<file path="src/rtl/branch_resolve_unit.sv">
// Branch resolution against banked {v,c,n,z} condition-code registers, with
// per-bank in-flight flag-writer tracking and a registered redirect result.
module branch_resolve_unit #(
   parameter  int NUM_BANKS   = 2,
   parameter  int MAX_PENDING = 3,
   parameter  int PC_W        = 32,
   localparam int BANK_W      = (NUM_BANKS > 1) ? $clog2(NUM_BANKS) : 1,
   localparam int CNT_W       = $clog2(MAX_PENDING + 1)
) (
   input  logic                 clk,
   input  logic                 rst_n,
   input  logic                 flush,
   input  logic                 cc_pend_inc,
   input  logic [BANK_W-1:0]    cc_pend_bank,
   output logic [NUM_BANKS-1:0] cc_pend_full,
   input  logic                 cc_wr_en,
   input  logic [BANK_W-1:0]    cc_wr_bank,
   input  logic [3:0]           cc_wr_data,
   input  logic                 br_valid,
   output logic                 br_ready,
   input  logic [BANK_W-1:0]    br_bank,
   input  logic [3:0]           br_cond,
   input  logic                 br_pred_taken,
   input  logic [PC_W-1:0]      br_target,
   input  logic [PC_W-1:0]      br_fallthru,
   output logic                 res_valid,
   output logic                 res_taken,
   output logic                 res_mispredict,
   output logic [PC_W-1:0]      res_pc,
   output logic                 dbg_state
);

   // Branch handshake: a branch transfers on a rising edge where br_valid and
   // br_ready are both high and flush is low; the result is a one-cycle strobe.
   typedef enum logic {ST_IDLE = 1'b0, ST_EVAL = 1'b1} state_e;

   state_e              state_q, state_d;
   logic [3:0]          cc_q   [NUM_BANKS];
   logic [3:0]          cc_d   [NUM_BANKS];
   logic [CNT_W-1:0]    pend_q [NUM_BANKS];
   logic [CNT_W-1:0]    pend_d [NUM_BANKS];
   logic [BANK_W-1:0]   bank_q, bank_d;
   logic [3:0]          cond_q, cond_d;
   logic                pred_q, pred_d;
   logic [PC_W-1:0]     tgt_q, tgt_d;
   logic [PC_W-1:0]     ft_q, ft_d;
   logic                res_valid_q, res_valid_d;
   logic                res_taken_q, res_taken_d;
   logic                res_mis_q, res_mis_d;
   logic [PC_W-1:0]     res_pc_q, res_pc_d;

   logic [CNT_W-1:0]    sel_pend;
   logic                bypass;
   logic                flags_ready;
   logic [3:0]          sel_flags;
   logic                taken_now;

   // Flags are {v,c,n,z}; cond[3] inverts the base test, except 3'b111 is never.
   function automatic logic eval_cond(input logic [3:0] cond, input logic [3:0] f);
      logic z, n, c, v, base;
      z = f[0];
      n = f[1];
      c = f[2];
      v = f[3];
      case (cond[2:0])
         3'b000:  base = 1'b1;
         3'b001:  base = ~c;
         3'b010:  base = ~v;
         3'b011:  base = z;
         3'b100:  base = (n == v);
         3'b101:  base = ~z & (n == v);
         3'b110:  base = ~n;
         default: base = 1'b0;
      endcase
      return (cond[2:0] == 3'b111) ? 1'b0 : (base ^ cond[3]);
   endfunction

   assign sel_pend    = pend_q[bank_q];
   // The last outstanding writer landing this cycle lets us resolve on its data.
   assign bypass      = cc_wr_en && (cc_wr_bank == bank_q) && (sel_pend == CNT_W'(1));
   assign flags_ready = (sel_pend == '0) || bypass;
   assign sel_flags   = bypass ? cc_wr_data : cc_q[bank_q];
   assign taken_now   = eval_cond(cond_q, sel_flags);

   always_comb begin
      state_d     = state_q;
      bank_d      = bank_q;
      cond_d      = cond_q;
      pred_d      = pred_q;
      tgt_d       = tgt_q;
      ft_d        = ft_q;
      res_valid_d = 1'b0;
      res_taken_d = res_taken_q;
      res_mis_d   = res_mis_q;
      res_pc_d    = res_pc_q;

      for (int b = 0; b < NUM_BANKS; b++) begin
         logic inc_b, wr_b;
         inc_b     = cc_pend_inc && (cc_pend_bank == BANK_W'(b));
         wr_b      = cc_wr_en && (cc_wr_bank == BANK_W'(b));
         cc_d[b]   = wr_b ? cc_wr_data : cc_q[b];
         pend_d[b] = pend_q[b];
         if (flush) begin
            pend_d[b] = '0;
         end else if (inc_b && !wr_b && (pend_q[b] != CNT_W'(MAX_PENDING))) begin
            pend_d[b] = pend_q[b] + CNT_W'(1);
         end else if (wr_b && !inc_b && (pend_q[b] != '0)) begin
            pend_d[b] = pend_q[b] - CNT_W'(1);
         end
      end

      if (flush) begin
         state_d = ST_IDLE;
      end else begin
         case (state_q)
            ST_IDLE: begin
               if (br_valid) begin
                  bank_d  = br_bank;
                  cond_d  = br_cond;
                  pred_d  = br_pred_taken;
                  tgt_d   = br_target;
                  ft_d    = br_fallthru;
                  state_d = ST_EVAL;
               end
            end
            ST_EVAL: begin
               if (flags_ready) begin
                  res_valid_d = 1'b1;
                  res_taken_d = taken_now;
                  res_mis_d   = taken_now ^ pred_q;
                  res_pc_d    = taken_now ? tgt_q : ft_q;
                  state_d     = ST_IDLE;
               end
            end
            default: state_d = ST_IDLE;
         endcase
      end
   end

   always_ff @(posedge clk or negedge rst_n) begin
      if (!rst_n) begin
         state_q     <= ST_IDLE;
         bank_q      <= '0;
         cond_q      <= '0;
         pred_q      <= 1'b0;
         tgt_q       <= '0;
         ft_q        <= '0;
         res_valid_q <= 1'b0;
         res_taken_q <= 1'b0;
         res_mis_q   <= 1'b0;
         res_pc_q    <= '0;
         for (int b = 0; b < NUM_BANKS; b++) begin
            cc_q[b]   <= 4'b0000;
            pend_q[b] <= '0;
         end
      end else begin
         state_q     <= state_d;
         bank_q      <= bank_d;
         cond_q      <= cond_d;
         pred_q      <= pred_d;
         tgt_q       <= tgt_d;
         ft_q        <= ft_d;
         res_valid_q <= res_valid_d;
         res_taken_q <= res_taken_d;
         res_mis_q   <= res_mis_d;
         res_pc_q    <= res_pc_d;
         for (int b = 0; b < NUM_BANKS; b++) begin
            cc_q[b]   <= cc_d[b];
            pend_q[b] <= pend_d[b];
         end
      end
   end

   always_comb begin
      for (int b = 0; b < NUM_BANKS; b++) begin
         cc_pend_full[b] = (pend_q[b] == CNT_W'(MAX_PENDING));
      end
   end

   assign br_ready       = (state_q == ST_IDLE);
   assign dbg_state      = (state_q == ST_EVAL);
   assign res_valid      = res_valid_q;
   assign res_taken      = res_taken_q;
   assign res_mispredict = res_mis_q;
   assign res_pc         = res_pc_q;

endmodule

</file>
<file path="config.mk">
export PLATFORM = sky130hd
export DESIGN_NAME = branch_resolve_unit
export DESIGN_NICKNAME = d
export VERILOG_FILES = /design/src/rtl/branch_resolve_unit.sv
export SDC_FILE = /design/constraint.sdc
export NUM_CORES = 1
export LEC_CHECK = 0
export ABC_AREA = 0
export BUFFER_PORTS_ARGS = -buffer_cell sky130_fd_sc_hd__buf_4
export CAP_MARGIN = 20
export CORE_ASPECT_RATIO = 0.75
export CORE_MARGIN = 3
export CORE_UTILIZATION = 30
export DETAILED_ROUTE_END_ITERATION = 7
export PLACE_DENSITY = 0.5
export SYNTH_ARGS = -nofsm -noshare
export SYNTH_HDL_FRONTEND = slang
export SYNTH_SLANG_ARGS = --single-unit
</file>
<file path="constraint.sdc">
create_clock -name clk -period 3.7 [get_ports clk]
set_input_delay 0.555 -clock clk [delete_from_list [all_inputs] [get_ports clk]]
set_output_delay 0.555 -clock clk [all_outputs]
set_load 0.005 [all_outputs]
</file>
==> results by group, run 1 <==
Status
  • Status: finished, final reports clean

Timing
  • Slew HR: 0.449
  • Worst-Margin Slew: 826 ps
  • Tmin final: 3090 ps
  • Fmax: 0.324 GHz
  • Final hold violations: 0
  • Final Setup Violations: 0
  • RSZ-0062 raised after global routing: no
  • Setup TNS: 0 ps
  • Pins Over Slew Limit: 0
  • Clk_skew: 13.4 ps
  • Tcrit/Tclk final: 0.835

Layout
  • Fin area: 7050 um^2
  • Fillers: 1622
  • Area of the multi-input gates: 2180 um^2
  • Final core utilization: 0.413
  • Commonest non-fill, non-tap cell in the layout: buf_4
  • Most frequent cells in the layout: buf_4 (130), dfrtp_1 (118), mux2_2 (76), nand2_1 (48), and2_1 (34)
  • Finished Layout Cells: 806
  • Post-layout nets: 641
  • P&R area growth vs syn: 33.0%
  • Area occupied by registers: 2950 um^2
  • Antenna cell count: 0
  • Share of cells above drive strength 1: 0.428

Floorplanning
  • Die X: 160 um
  • DIE AREA: 19300 um^2
  • Starting density of the core: 0.310
  • Std cell rows: 41
  • Core area: 17100 um^2
  • Num ports: 121
  • Die height: 121 um

Synth
  • Syn avg cell area: 12.0 um^2
  • Netlist cell types: 36
  • Yosys reg bits: 118
  • Synth top area share: 0.557
  • Ys async rst share: 1.00
  • Top cells by area, synth: dfrtp_1 (56%), mux2_2 (16%), a311o_1 (6.0%)
  • Mapped Cells: 442
  • Ys Warns: 0
  • Synth area leader: dfrtp_1
  • Number of flops mapped to enable cells by yosys: 0
  • Syn_nets: 524
  • Top FF cell, synth: dfrtp_1
  • Mapped Area: 5300 um^2
  • Register area share after synthesis: 0.557

Route
  • DRC: 0
  • Vias: 3867
  • Vias/cell: 4.80
  • DR WL/cell: 16.8 um
  • Pre-Repair DR Iteration Count: 4
  • Number of DRC markers in iteration 0: 170
  • Antenna viol nets, final: 0
  • Routed wire length: 13600 um

Critical path
  • Max incr delay on CP: 520 ps
  • Buf/Inv on CP: 1
  • Signal arrival time at the worst endpoint: 3370 ps
  • Startpoint types: register
  • Worst endpoint required time: 3980 ps
  • Critical path type: register to register
  • Max FO, Critical Path: 14
  • R2R depth: 8
  • CP max stage cell: dfrtp_1
  • Crit path depth: 8
  • CP Cell Sequence: nor4b_2 -> o21a_2 -> mux2_4 -> a211o_1 -> a21oi_4 -> buf_4 -> nor3_1 -> a311o_1
  • Critical Path End Type: register
  • Top cell family by delay on the critical path: compound AO/OA/AOI/OAI gates

Global routing
  • Largest net degree at the start of global routing: 64
  • First-pass GRT wire length: 22300 um
  • All-Layer GR Usage: 0.147
  • Vias in the first global route: 4115
  • GRT overflow: 0
  • Initial antenna violation count: 0

Clock tree
  • CTS root buf: clkbuf_16
  • PostCTS Resize Cnt: 0
  • # clock sinks: 118
  • CTS Buffer Depth: 2
  • Clk Latency, worst-skew pair: 410 ps
  • TritonCTS clock tree: done
  • Inserted Clock Buffers: 17
  • Clock-pin slew on the worst setup and hold paths: 50 ps
  • Post-CTS Setup Inserts: 0
  • Hold_buf cts: 0
  • Max H-tree Level: 4

Pwr
  • Peak VDD IR: 271 uV
  • Power Total: 4810 uW
  • Power per cell area: 683 nW/um^2
  • P_leak: 0.00309 uW

Hold path
  • HP Class: input pin to asynchronous set/reset pin

Placement
  • HPWL Detailed: 9230 um
  • Placed cell count: 776
  • Cell Area, Placed: 6450 um^2
  • Routability Congestion: 0.759
  • Port-buffer cells: 120

Run
  • Max-cap violations: 0
==> flip-flops by register name, indices dropped and copies added (netlist names) <==
signal / count
dbg_state: 1
cond_q: 4
res_taken: 1
tgt_q: 32
bank_q: 1
res_mispredict: 1
res_valid: 1
pend_q: 4
res_pc: 32
cc_q: 8
pred_q: 1
ft_q: 32
==> cells by family (layout without fill, tap and decap cells) <==
logic type      count (synthesis)  in the layout  share of synthesized area
buf+inv                        38            166                     0.0347
simple gates                  141            141                      0.137
compound gates                 60             60                     0.0932
flops                         118            118                      0.557
xor+xnor                        3              3                    0.00495
mux                            82             82                      0.174
==> final cells by class <==
class	instances	share of cell area
Timing Repair Buffer	131	0.141
Tap cell	236	0.0419
Multi-Input combinational cell	286	0.310
Clock buffer	22	0.0687
Inverter	5	0.00266
Clock inverter	8	0.0172
Sequential cell	118	0.419
==> worst register-to-register path: cells and delay by family (launching register included) <==
kind	cells	cell delay [ps]
buffers and inverters	1	290
muxes	1	310
DFF	1	520
and+or+nand+nor	2	560
AOI/OAI and AO/OA	4	1280
==> worst paths after layout <==
check,start,to,slack (ps)
max reg2reg,bank_q,res_pc[22],610
min,rst_n,cc_q[3],240
min reg2reg,cc_q[4],cc_q[4],480
min in group clk,flush,pend_q[1],370
max,bank_q,res_pc[22],610
max in group asynchronous,rst_n,ft_q[8],2690
==> metrics by stage <==
step | hold slack (ps) | setup WS [ps]
floorplan | 259 | 768
global placement | 459 | 535
detailed placement | 468 | 479
CTS | 273 | 578
global route | 321 | 431
finish | 237 | 612
==> where the power goes <==
| group | internal [uW] | switching (uW) | leakage (uW) | total, uW |
|---|---|---|---|---|
| combinational | 720 | 518 | 0.00137 | 1240 |
| clock | 1120 | 561 | 0.000298 | 1680 |
| sequential | 1650 | 248 | 0.00143 | 1890 |
| total | 3490 | 1330 | 0.00309 | 4810 |
==> synthesized netlist by cell type, drive strengths merged (2+ instances only) <==
cell,number
a311o,32
a21oi,9
and2,34
nand2,48
inv,5
nor3b,3
buf,6
mux2i,5
o211ai,2
mux2,77
nor2,7
dfrtp,118
or3,2
xnor2,2
nor3,33
clkbuf,27
o21ai,7
a22oi,2
nor2b,4
nand3,2
nand2b,3
a31oi,2
==> routing by layer <==
metal	wire [um]	vias to the layer above	track usage	share of wire
li1	-	1819	-	-
met1	7020	1946	0.213	0.52
met2	5800	100	0.211	0.43
met3	726	2	0.0406	0.053
met4	25	0	0.0525	0.0018
met5	0	-	0	0
No activity file was read; power rests on OpenSTA's default activity.
==> run 2: changes to the inputs <==
--- a/config.mk
+++ b/config.mk
@@ -12,7 +12,7 @@
 export CORE_MARGIN = 3
 export CORE_UTILIZATION = 30
 export DETAILED_ROUTE_END_ITERATION = 7
-export PLACE_DENSITY = 0.5
+export PLACE_DENSITY = 0.52
 export SYNTH_ARGS = -nofsm -noshare
 export SYNTH_HDL_FRONTEND = slang
 export SYNTH_SLANG_ARGS = --single-unit
==> constraint.sdc (replaced) <==
create_clock -name clk -period 2.8 [get_ports clk]
set_input_delay 0.42 -clock clk [delete_from_list [all_inputs] [get_ports clk]]
set_output_delay 0.42 -clock clk [all_outputs]
set_load 0.005 [all_outputs]
==> run 2 against run 1 <==
The flow now finishes with violations (negative hold slack). Clock power is 43% higher. Design area grew 1.7%. First-iteration DRC count shrank 2.9%. Combinational power rose by 35%. Global-route usage increased by 0.14 points. Via count rose by 2.4%. Critical path type unchanged. Critical endpoint is now res_pc[31]. Largest power group unchanged. Highest routed layer unchanged.
==> results by group, run 2 (synthesized netlist as in run 1, its figures left out) <==
Layout
  • Fillers: 1615 (was 1622)
  • Final core utilization: 0.420 (was 0.413)
  • Most frequent cells in the layout: buf_4 (135), dfrtp_1 (117), mux2_2 (76), nand2_1 (48), and2_1 (34) (was buf_4 (130), dfrtp_1 (118), mux2_2 (76), nand2_1 (48), and2_1 (34))
  • Post-layout nets: 647 (was 641)
  • Antenna cell count: 0 (unchanged)
  • Commonest non-fill, non-tap cell in the layout: buf_4 (unchanged)
  • Finished Layout Cells: 814 (was 806)
  • P&R area growth vs syn: 35.2% (was 33.0%)
  • Share of cells above drive strength 1: 0.438 (was 0.428)

Timing
  • WHS: -0.118 ps (was 237 ps)
  • RSZ-0062 raised after global routing: no (unchanged)
  • Final Setup Violations: 0 (unchanged)
  • Final hold violations: 1 (was 0)
  • Slew HR: 0.629 (was 0.449)
  • Setup TNS: 0 ps (unchanged)
  • Clk_skew: 6.76 ps (was 13.4 ps)
  • Final worst slack: 122 ps (was 612 ps)
  • Tcrit/Tclk final: 0.956 (was 0.835)
  • Worst-Margin Slew: 557 ps (was 826 ps)
  • Fmax: 0.373 GHz (was 0.324 GHz)
  • Tmin final: 2680 ps (was 3090 ps)
  • Pins Over Slew Limit: 0 (unchanged)

Pwr
  • Int Pwr: 4770 uW (was 3490 uW)
  • Combinational Power Share: 0.254 (was 0.257)
  • P_leak: 0.00314 uW (was 0.00309 uW)
  • Sw Share: 0.275 (was 0.276)
  • Peak VDD IR: 424 uV (was 271 uV)
  • Clock power frac: 0.366 (was 0.349)
  • Reg power frac: 0.380 (was 0.393)
  • P_sw: 1810 uW (was 1330 uW)
  • Power per cell area: 918 nW/um^2 (was 683 nW/um^2)

Global routing
  • GRT overflow: 0 (unchanged)
  • First-pass GRT wire length: 22600 um (was 22300 um)
  • Vias in the first global route: 4248 (was 4115)
  • Largest net degree at the start of global routing: 79 (was 64)
  • Initial antenna violation count: 0 (unchanged)
  • All-Layer GR Usage: 0.149 (was 0.147)

Critical path
  • Buf/Inv on CP: 1 (unchanged)
  • CP Cell Sequence: nor4b_4 -> o21a_2 -> mux2_4 -> a211o_1 -> and4_4 -> or2_1 -> buf_4 -> a311o_1 (was nor4b_2 -> o21a_2 -> mux2_4 -> a211o_1 -> a21oi_4 -> buf_4 -> nor3_1 -> a311o_1)
  • Max incr delay on CP: 480 ps (was 520 ps)
  • Critical path type: register to register (unchanged)
  • Worst endpoint required time: 3080 ps (was 3980 ps)
  • Top cell family by delay on the critical path: compound AO/OA/AOI/OAI gates (unchanged)
  • Max FO, Critical Path: 18 (was 14)
  • CP max stage cell: dfrtp_2 (was dfrtp_1)
  • Critical Path End Type: register (unchanged)
  • Startpoint types: register (unchanged)
  • Signal arrival time at the worst endpoint: 2960 ps (was 3370 ps)

Route
  • Vias/cell: 4.86 (was 4.80)
  • Routed wire length: 13800 um (was 13600 um)
  • Antenna viol nets, final: 0 (unchanged)
  • Vias: 3959 (was 3867)
  • DRC: 0 (unchanged)
  • DR WL/cell: 16.9 um (was 16.8 um)
  • Pre-Repair DR Iteration Count: 4 (unchanged)
  • Number of DRC markers in iteration 0: 165 (was 170)

Clock tree
  • Clk Latency, worst-skew pair: 400 ps (was 410 ps)
  • Post-CTS Setup Inserts: 0 (unchanged)
  • CTS Buffer Depth: 2 (unchanged)
  • Inserted Clock Buffers: 17 (unchanged)
  • PostCTS Resize Cnt: 0 (unchanged)
  • Hold_buf cts: 0 (unchanged)
  • Max H-tree Level: 4 (unchanged)
  • Clock-pin slew on the worst setup and hold paths: 60 ps (was 50 ps)
  • # clock sinks: 118 (unchanged)
  • CTS root buf: clkbuf_16 (unchanged)
  • TritonCTS clock tree: done (unchanged)

Floorplanning
  • DIE AREA: 19300 um^2 (unchanged)
  • Die height: 121 um (unchanged)
  • Die X: 160 um (unchanged)
  • Starting density of the core: 0.310 (unchanged)
  • Std cell rows: 41 (unchanged)
  • Core area: 17100 um^2 (unchanged)
  • Num ports: 121 (unchanged)

Placement
  • Routability Congestion: 0.776 (was 0.759)
  • Port-buffer cells: 120 (unchanged)
  • HPWL Detailed: 9300 um (was 9230 um)
  • Placed cell count: 782 (was 776)
  • Pre-CTS setup slack: 36.7 ps (was 479 ps)

Status
  • Status: finished with violations (was finished, final reports clean)
  • Violated checks: negative hold slack

Hold path
  • HP Class: input pin to asynchronous set/reset pin (unchanged)

Run
  • Max-cap violations: 0 (unchanged)
[run 2: final timing paths]
check	from	to	slack, ps	cells after the start
min in group clk	flush	pend_q[1]	220	2
max in group asynchronous	rst_n	bank_q	1950	2
worst min register to register	cc_q[6]	cc_q[6]	480	2
worst max-delay path	bank_q	res_pc[31]	120	8
worst min-delay path	rst_n	ft_q[8]	-0.1	1
worst max register to register	bank_q	res_pc[31]	120	8
[run 2: area by class of cell]
class	instances	area, um^2	share of cell area
sequential	118	2950	0.412
tap	236	295	0.0412
clock inverter	12	200	0.0279
timing repair buffer	137	1050	0.147
clock buffer	20	457	0.0637
inverter	5	18.8	0.00262
multi-input combinational	286	2190	0.306
[run 2: metal layers]
metal,share of wire,wire (um),track usage
met4,0.013,184,0.0503
met5,0,0,0
met1,0.50,6830,0.212
met2,0.43,5960,0.219
met3,0.059,814,0.0403
[run 2: worst reg2reg max path, cell delays in order, from the launching register on]
cell	delay [ps]
dfrtp_2	480
nor4b_4	300
o21a_2	190
mux2_4	290
a211o_1	270
and4_4	190
or2_1	220
buf_4	220
a311o_1	380
[run 2: metrics by stage]
step | total power (uW) | cell area, um^2
floorplan | 3380 | 5320
global placement | 4160 | 6510
detailed placement | 4210 | 6510
CTS | 6670 | 7170
global route | 6940 | 7170
finish | 6580 | 7170
[run 2: power groups by stage]
stage | logic, uW | registers [uW] | clock network, uW
final | 1670 | 2500 | 2410
after global routing | 1840 | 2560 | 2540
after CTS | 1700 | 2500 | 2470
after detailed placement | 1690 | 2520 | 0
after global placement | 1650 | 2520 | 0
after floorplan | 963 | 2410 | 0
==> run 3: changes to the inputs <==
--- a/config.mk
+++ b/config.mk
@@ -10,9 +10,9 @@
 export CAP_MARGIN = 20
 export CORE_ASPECT_RATIO = 0.75
 export CORE_MARGIN = 3
-export CORE_UTILIZATION = 30
+export CORE_UTILIZATION = 25
 export DETAILED_ROUTE_END_ITERATION = 7
-export PLACE_DENSITY = 0.52
+export PLACE_DENSITY = 0.46
 export SYNTH_ARGS = -nofsm -noshare
 export SYNTH_HDL_FRONTEND = slang
 export SYNTH_SLANG_ARGS = --single-unit
==> run 3 against run 2 <==
The flow now finishes without violations. Cell count increased by 5.9%. Die area increased by 19%. Critical path depth up 1. Via count up 0.43%. Combinational power increased by 3%. Non-clock buffer count is 3 higher. Critical endpoint is now res_pc[16]. Largest power group unchanged. Highest routed layer unchanged.
==> results by group, run 3 (synthesized netlist as in run 1, its figures left out) <==
Route
  • Routed wire length: 14300 um (was 13800 um)
  • Met1 wire length: 7060 um (was 6830 um)
  • Metal3 WL: 977 um (was 814 um)
  • Vias: 3976 (was 3959)
  • Antenna viol nets, final: 0 (unchanged)
  • Vias/cell: 4.61 (was 4.86)
  • DRC: 0 (unchanged)
  • DR WL/cell: 16.6 um (was 16.9 um)
  • Top sig layer: met4 (unchanged)
  • Met2 wire len: 6200 um (was 5960 um)
  • Pre-Repair DR Iteration Count: 5 (was 4)
  • Number of DRC markers in iteration 0: 166 (was 165)

Critical path
  • Register-to-register setup slack: 130 ps (was 120 ps)
  • Worst endpoint required time: 3090 ps (was 3080 ps)
  • CP Cell Sequence: and4b_4 -> o21a_2 -> buf_4 -> mux2i_1 -> a32oi_1 -> a21oi_4 -> or2_1 -> buf_12 -> a311o_1 (was nor4b_4 -> o21a_2 -> mux2_4 -> a211o_1 -> and4_4 -> or2_1 -> buf_4 -> a311o_1)
  • Critical path type: register to register (unchanged)
  • CP max stage cell: dfrtp_2 (unchanged)
  • Critical Path End Type: register (unchanged)
  • Buf/Inv on CP: 2 (was 1)
  • Top cell family by delay on the critical path: compound AO/OA/AOI/OAI gates (unchanged)
  • Max FO, Critical Path: 26 (was 18)
  • Max incr delay on CP: 480 ps (about the same)
  • Signal arrival time at the worst endpoint: 2960 ps (about the same)
  • Startpoint types: register (unchanged)

Clock tree
  • CTS root buf: clkbuf_16 (unchanged)
  • Hold_buf cts: 0 (unchanged)
  • Max H-tree Level: 4 (unchanged)
  • Clk Latency, worst-skew pair: 420 ps (was 400 ps)
  • Clock-pin slew on the worst setup and hold paths: 50 ps (was 60 ps)
  • Inserted Clock Buffers: 17 (unchanged)
  • # clock sinks: 118 (unchanged)
  • CTS Buffer Depth: 2 (unchanged)
  • TritonCTS clock tree: done (unchanged)

Run
  • Max-cap violations: 0 (unchanged)

Global routing
  • First-pass GRT wire length: 23200 um (was 22600 um)
  • All-Layer GR Usage: 0.128 (was 0.149)
  • Largest net degree at the start of global routing: 62 (was 79)
  • Vias in the first global route: 4335 (was 4248)
  • GRT overflow: 0 (unchanged)
  • Initial antenna violation count: 0 (unchanged)

Layout
  • Finished Layout Cells: 862 (was 814)
  • P&R area growth vs syn: 34.6% (was 35.2%)
  • Antenna cell count: 0 (unchanged)
  • Most frequent cells in the layout: buf_4 (137), dfrtp_1 (117), mux2_2 (76), nand2_1 (48), and2_1 (34) (was buf_4 (135), dfrtp_1 (117), mux2_2 (76), nand2_1 (48), and2_1 (34))
  • Post-layout nets: 650 (was 647)
  • Final core utilization: 0.347 (was 0.420)
  • Commonest non-fill, non-tap cell in the layout: buf_4 (unchanged)
  • Share of cells above drive strength 1: 0.436 (was 0.438)
  • Fillers: 2086 (was 1615)

Timing
  • Pins Over Slew Limit: 0 (unchanged)
  • Final hold violations: 0 (was 1)
  • Tcrit/Tclk final: 0.954 (was 0.956)
  • Setup TNS: 0 ps (unchanged)
  • Fmax: 0.375 GHz (was 0.373 GHz)
  • RSZ-0062 raised after global routing: no (unchanged)
  • Slew HR: 0.481 (was 0.629)
  • Tmin final: 2670 ps (was 2680 ps)
  • Final Setup Violations: 0 (unchanged)
  • Final worst slack: 130 ps (was 122 ps)
  • Clk_skew: 18.7 ps (was 6.76 ps)
  • Worst-Margin Slew: 778 ps (was 557 ps)

Floorplanning
  • Core area: 20600 um^2 (was 17100 um^2)
  • Num ports: 121 (unchanged)
  • Die X: 174 um (was 160 um)
  • Starting density of the core: 0.258 (was 0.310)
  • Std cell rows: 45 (was 41)
  • DIE AREA: 23000 um^2 (was 19300 um^2)
  • Die height: 132 um (was 121 um)

Status
  • Status: finished, final reports clean (was finished with violations)

Placement
  • Placed cell count: 831 (was 782)
  • Port-buffer cells: 120 (unchanged)
  • Pre-CTS setup slack: 28.7 ps (was 36.7 ps)
  • HPWL Detailed: 9790 um (was 9300 um)
  • Routability Congestion: 0.725 (was 0.776)

Hold path
  • HP Class: input pin to asynchronous set/reset pin (unchanged)

Pwr
  • Peak VDD IR: 333 uV (was 424 uV)
  • Power per cell area: 867 nW/um^2 (was 918 nW/um^2)
  • P_leak: 0.00311 uW (was 0.00314 uW)
  • Power Total: 6190 uW (was 6580 uW)
[run 3: metrics by stage]
step	hold slack, ps	instance area [um^2]
after global routing	131	7140
after detailed placement	480	6610
final	92.1	7140
after CTS	118	7140
after global placement	459	6610
after floorplan	124	5320
[run 3: layout make-up]
cell class	count	area, um^2	area share
Sequential cell	118	2950	0.414
Multi-Input combinational cell	286	2190	0.307
Timing Repair Buffer	140	1090	0.152
Clock buffer	21	450	0.0631
Tap cell	282	353	0.0494
Clock inverter	10	82.6	0.0116
Inverter	5	18.8	0.00263
[run 3: path summary, 6_finish.rpt]
kind / end / cells past startpoint / startpoint
setup / recovery: res_pc[16] / 9 / bank_q
hold / removal: pend_q[0] / 1 / rst_n
setup reg to reg: res_pc[16] / 9 / bank_q
hold reg to reg: cc_q[0] / 2 / cc_q[0]
max in group asynchronous: res_pc[10] / 2 / rst_n
min in group clk: pend_q[3] / 2 / flush
[run 3: metal layers]
layer,vias to the layer above,track usage
met1,2020,0.175
met3,8,0.0544
met2,105,0.187
met4,0,0.0313
li1,1843,-
met5,-,0
[run 3: power by group]
group	switching, uW	leakage (uW)	total (uW)	internal [uW]
logic	721	0.00142	1720	998
registers	303	0.00143	2480	2170
clock network	764	0.000270	1990	1230
[run 3: timing repair]
action,4_1_cts,5_1_grt
gates resized for setup,0,1
setup buffers,0,0
setup endpoints to repair,0,33
